<file path="src/rtl/stack_pkg.sv">
// Shared definitions for the operand stack: op codes, ALU select codes and
// helpers that give each op's entry requirements.
package stack_pkg;

    localparam int WIDTH_DEF = 16;

    localparam logic [2:0] OP_NOP   = 3'b000;
    localparam logic [2:0] OP_PUSH  = 3'b001;
    localparam logic [2:0] OP_POP   = 3'b010;
    localparam logic [2:0] OP_BIN   = 3'b011;
    localparam logic [2:0] OP_UNARY = 3'b100;
    localparam logic [2:0] OP_PAIR  = 3'b101;
    localparam logic [2:0] OP_DUP   = 3'b110;
    localparam logic [2:0] OP_RSV   = 3'b111;

    // ALU function selects; the decoder pairs BIN with the binary/compare
    // codes, UNARY with ALU_NOT and PAIR with ALU_SWAP/ALU_DIVMOD.
    typedef enum logic [3:0] {
        ALU_ADD    = 4'd0,
        ALU_SUB    = 4'd1,
        ALU_MUL    = 4'd2,
        ALU_AND    = 4'd3,
        ALU_OR     = 4'd4,
        ALU_XOR    = 4'd5,
        ALU_LT     = 4'd6,
        ALU_EQ     = 4'd7,
        ALU_NOT    = 4'd8,
        ALU_SWAP   = 4'd9,
        ALU_DIVMOD = 4'd10
    } alu_sel_e;

    function automatic logic [1:0] op_min_depth(input logic [2:0] op);
        case (op)
            OP_POP, OP_UNARY, OP_DUP: op_min_depth = 2'd1;
            OP_BIN, OP_PAIR:          op_min_depth = 2'd2;
            default:                  op_min_depth = 2'd0;
        endcase
    endfunction

    function automatic logic op_is_push(input logic [2:0] op);
        op_is_push = (op == OP_PUSH) || (op == OP_DUP);
    endfunction

endpackage

</file>
<file path="src/rtl/stack_spill_ram.sv">
// Register-array backing store for stack entries below next.
// Synchronous write, combinational read, no reset.
module stack_spill_ram #(
    parameter int WIDTH  = 16,
    parameter int DEPTH  = 16,
    parameter int ADDR_W = 4
) (
    input  logic              clk,
    input  logic              we,
    input  logic [ADDR_W-1:0] waddr,
    input  logic [WIDTH-1:0]  wdata,
    input  logic [ADDR_W-1:0] raddr,
    output logic [WIDTH-1:0]  rdata
);

    logic [WIDTH-1:0] mem [DEPTH];

    always_ff @(posedge clk) begin
        if (we) begin
            mem[waddr] <= wdata;
        end
    end

    assign rdata = mem[raddr];

endmodule

</file>
<file path="src/rtl/data_stack.sv">
// Operand stack: tos/next held in registers feeding the ALU, deeper entries
// spilled to stack_spill_ram. One op per cycle, illegal ops suppressed.
module data_stack
    import stack_pkg::*;
#(
    parameter int WIDTH = WIDTH_DEF,
    parameter int DEPTH = 16,
    parameter int PTR_W = 5
) (
    input  logic             clk,
    input  logic             rst_n,
    input  logic             op_valid,
    input  logic [2:0]       op,
    input  logic [WIDTH-1:0] push_data,
    input  logic [WIDTH-1:0] alu_tos,
    input  logic [WIDTH-1:0] alu_next,
    input  logic             err_clr,
    output logic [WIDTH-1:0] tos,
    output logic [WIDTH-1:0] next,
    output logic [PTR_W:0]   depth,
    output logic             full,
    output logic             empty,
    output logic             overflow,
    output logic             underflow
);

    localparam int AW = (DEPTH > 1) ? $clog2(DEPTH) : 1;
    localparam logic [PTR_W:0] CAP = (PTR_W+1)'(DEPTH + 2);

    logic [WIDTH-1:0] tos_q, tos_d, next_q, next_d;
    logic [PTR_W:0]   depth_q, depth_d;
    logic [PTR_W-1:0] sp_q, sp_d;
    logic             ovf_q, unf_q;
    logic             ovf_err, unf_err, op_ok;
    logic             has_next, has_spill;
    logic             spill_we;
    logic [WIDTH-1:0] spill_rdata;

    assign full  = (depth_q == CAP);
    assign empty = (depth_q == '0);

    assign has_next  = (depth_q >= (PTR_W+1)'(2));
    assign has_spill = (depth_q >= (PTR_W+1)'(3));

    // Overflow takes priority; a push-type op can never also be short of entries
    // while full, so the two error terms are mutually exclusive in practice.
    assign ovf_err = op_valid && op_is_push(op) && full;
    assign unf_err = op_valid && !ovf_err && (depth_q < (PTR_W+1)'(op_min_depth(op)));
    assign op_ok   = op_valid && !ovf_err && !unf_err;

    always_comb begin
        tos_d    = tos_q;
        next_d   = next_q;
        depth_d  = depth_q;
        sp_d     = sp_q;
        spill_we = 1'b0;
        if (op_ok) begin
            case (op)
                OP_PUSH, OP_DUP: begin
                    if (op == OP_PUSH) begin
                        tos_d = push_data;
                    end
                    next_d   = tos_q;
                    spill_we = has_next;
                    depth_d  = depth_q + (PTR_W+1)'(1);
                    if (has_next) begin
                        sp_d = sp_q + PTR_W'(1);
                    end
                end
                OP_POP, OP_BIN: begin
                    if (op == OP_POP) begin
                        tos_d = has_next ? next_q : '0;
                    end else begin
                        tos_d = alu_tos;
                    end
                    next_d  = has_spill ? spill_rdata : '0;
                    depth_d = depth_q - (PTR_W+1)'(1);
                    if (has_spill) begin
                        sp_d = sp_q - PTR_W'(1);
                    end
                end
                OP_UNARY: tos_d = alu_tos;
                OP_PAIR: begin
                    tos_d  = alu_tos;
                    next_d = alu_next;
                end
                default: ;
            endcase
        end
    end

    always_ff @(posedge clk or negedge rst_n) begin
        if (!rst_n) begin
            tos_q   <= '0;
            next_q  <= '0;
            depth_q <= '0;
            sp_q    <= '0;
            ovf_q   <= 1'b0;
            unf_q   <= 1'b0;
        end else begin
            tos_q   <= tos_d;
            next_q  <= next_d;
            depth_q <= depth_d;
            sp_q    <= sp_d;
            // A new error in the same cycle as err_clr leaves the flag set.
            ovf_q   <= (ovf_q && !err_clr) || ovf_err;
            unf_q   <= (unf_q && !err_clr) || unf_err;
        end
    end

    stack_spill_ram #(
        .WIDTH  (WIDTH),
        .DEPTH  (DEPTH),
        .ADDR_W (AW)
    ) u_spill (
        .clk   (clk),
        .we    (spill_we),
        .waddr (AW'(sp_q)),
        .wdata (next_q),
        .raddr (AW'(sp_q - PTR_W'(1))),
        .rdata (spill_rdata)
    );

    assign tos       = tos_q;
    assign next      = next_q;
    assign depth     = depth_q;
    assign overflow  = ovf_q;
    assign underflow = unf_q;

endmodule

</file>
<file path="config.mk">
export PLATFORM = sky130hd
export DESIGN_NAME = data_stack
export DESIGN_NICKNAME = d
export VERILOG_FILES = /design/src/rtl/stack_pkg.sv /design/src/rtl/stack_spill_ram.sv /design/src/rtl/data_stack.sv
export SDC_FILE = /design/constraint.sdc
export NUM_CORES = 1
export LEC_CHECK = 0
export BUFFER_PORTS_ARGS = -buffer_cell sky130_fd_sc_hd__buf_2
export CAP_MARGIN = 20
export CORE_UTILIZATION = 55
export CTS_BUF_LIST = sky130_fd_sc_hd__clkbuf_16
export DETAILED_ROUTE_END_ITERATION = 10
export GPL_ROUTABILITY_DRIVEN = 0
export HOLD_SLACK_MARGIN = 0.1
export MAX_ROUTING_LAYER = met4
export PLACE_DENSITY_LB_ADDON = 0.25
export SLEW_MARGIN = 20
export SYNTH_ARGS = -nofsm -noshare
export SYNTH_HDL_FRONTEND = slang
export SYNTH_SLANG_ARGS = --single-unit
</file>
<file path="constraint.sdc">
create_clock -name clk -period 4.44 [get_ports clk]
set_input_delay 0 -clock clk [delete_from_list [all_inputs] [get_ports clk]]
set_output_delay 0 -clock clk [all_outputs]
set_load 0.1 [all_outputs]
</file>
==> flow_summary.toml <==
[synthesis]
yosysSeqAreaShare_pct = 68.1
async_reset_ff_share_pct = 14.7
yosysUniqueCellTypes = 54
ys_warn_count = 0
synth_edf_count = 256
syn-cell-area_um2 = 12900
synth_ff_type = "edfxtp_1"
avgSynthCellArea_um2 = 18.4
synth_nets = 766
ys_ff_latch = 300
synth_cells = 701

[clocking]
cts_tree = "built"
path_clk_slew_ps = 60
clockBufferDepth = 3
cts_sinks = 300
cts_buffers = 30
cts-root-buf = "clkbuf_16"
ctsResizeCount = 0
cts.htree.levels = 1
clock_latency_ps = 560

[setup_path]
critical_path.max_fanout = 42
end_kind = "register"
path_class = "register to register"
worstRegToRegCells = 7
cp.required_ps = 4870
cp.arrival_ps = 3830
start_kind = "register"

[timing]
hold_viol = 0
slew_viol_final = 0
fmax_mhz = 295
setup-tns-final_ps = 0
maxSlewHeadroom_pct = 29.3
fin_crit_ps = 3390
finalCritPeriodShare_pct = 76.4
rsz0062_at_grt = "no"
setup_violations = 0
worst_pin_slew_ps = 1060
skew_ps = 18.9

[floorplan]
io_pins = 97
core-area_um2 = 22800
dieArea_um2 = 24100
fp.dieH_um = 155
start_util_pct = 56.5
placementRows = 55
die_w_um = 155

[status]
status = "finished, final reports clean"

[detailed_routing]
drt-total-wl_mm = 31.4
antenna_left = 0
vias = 7601
wl_per_cell_um = 26.2
drt-initial-drc-count = 651
vias_per_cell = 6.33
drc = 0
dr.pass1.iters = 5

[finish]
stdcell_count = 1201
nets = 930
area_delta_synth_final_pct = 19.2
drive_gt1_share_pct = 27.8
antenna_cells = 0

[placement]
dp_cells = 1083
dpl.hpwl_mm = 19.5
portBuffers = 96

[global_route]
grt_usage_pct = 27.8
use_met3_pct = 3.98
top_usage_layer = "met2"
overflow = 0
use_met1_pct = 36.9
grt_max_degree = 45
use_met2_pct = 44.7
grt_pass1_vias = 7669
grt_pass1_wl_mm = 47.3
antenna_found_initial = 0

[power_and_ir_drop]
power.leakage_uw = 0.00557
p_per_area_nw_per_um2 = 721
vdd_drop_max_uv = 443

[min_path]
worstHoldPathType = "primary input to register"
holdPathStages = 5

[flow_run]
maxCapViolCount = 0
## cell families (layout without fill, tap and decap cells)
group	count (synthesis)	count (layout)	share of synthesized area (%)
compound gates	109	109	7.07
buf+inv	58	245	2.00
xor+xnor	10	10	0.679
mux	149	149	18.2
simple gates	65	65	2.96
flops	300	300	68.1
fa+ha+maj	10	10	1.03
## where the power goes
| group | leakage [uW] | internal (uW) | switching (uW) | total [uW] |
|---|---|---|---|---|
| clock | 0.000507 | 1520 | 1050 | 2560 |
| combinational | 0.00220 | 1520 | 2660 | 4170 |
| sequential | 0.00286 | 3630 | 725 | 4350 |
## stage by stage
stage	power, uW	hold WS, ps	utilization [%]	cell area, um^2	setup slack, ps
after CTS	11100	126	67.3	15400	1020
after global routing	11500	136	67.3	15400	876
after global placement	8420	208	60.1	13700	1100
final	11100	101	67.3	15400	1050
after floorplan	7260	-296	-	12900	883
after detailed placement	8510	86.1	60.1	13700	1050
## state kept, by name, indices dropped and copies added, names as in the netlist
register	flops
u_spill.mem	256
sp_q	4
overflow	1
tos	16
underflow	1
depth	6
next	16
## repair_timing
action	CTS	global route
hold buffers	62	0
setup buffers	0	0
endpoints found under the hold margin	78	0
## final timing paths
kind	startpoint	endpoint	slack (ps)
max	sp_q[0]	next[12]	1050
min in group asynchronous	rst_n	next[0]	590
max reg2reg	sp_q[0]	next[12]	1050
min	alu_next[12]	next[12]	100
min reg2reg	underflow	underflow	550
max in group asynchronous	rst_n	sp_q[0]	3600
## cells in the final DEF (no fill, tap or decap), types with 20 or more instances in the layout
cell           instances
a22o_1                22
a22oi_1               27
buf_2                 95
clkbuf_16             30
dfrtp_1               43
dlygate4sd3_1         61
edfxtp_1             256
mux2_1                20
mux2i_1               49
mux4_2                64
o221ai_1              27
## layer usage
layer / part of all wire [%] / vias to the layer above
met2: 50 / 326
met4: 3.2 / 0
met5: 0 / -
met3: 6.9 / 70
li1: - / 3249
met1: 40 / 3956
## Yosys cell counts (15+ instances only)
| cell | count | share of area, % |
|---|---|---|
| dfrtp_1 | 44 | 8.5 |
| and2_1 | 17 | 0.82 |
| mux2_1 | 20 | 1.7 |
| edfxtp_1 | 256 | 60 |
| a22oi_1 | 27 | 1.6 |
| buf_2 | 16 | 0.62 |
| o221ai_1 | 27 | 1.8 |
| mux2_2 | 15 | 1.3 |
| mux2i_1 | 49 | 3.8 |
| a22o_1 | 22 | 1.5 |
| mux4_2 | 64 | 11 |
| clkbuf_1 | 20 | 0.58 |
## final cells by class
type	count	area, um^2
clock buffer	30	751
clock inverter	25	253
fill	1493	7460
inverter	15	56.3
multi-input combinational	343	3870
sequential	300	8790
tap	313	392
timing repair buffer	175	1260
## critical path, stage by stage (launching register included)
cell and delay, ps:
dfrtp_4 840, inv_1 200, ha_2 560, buf_12 310, mux4_2 380, mux2i_1 410, o221ai_1 180, mux2_1 360
Power figures use the tool's default switching activity.
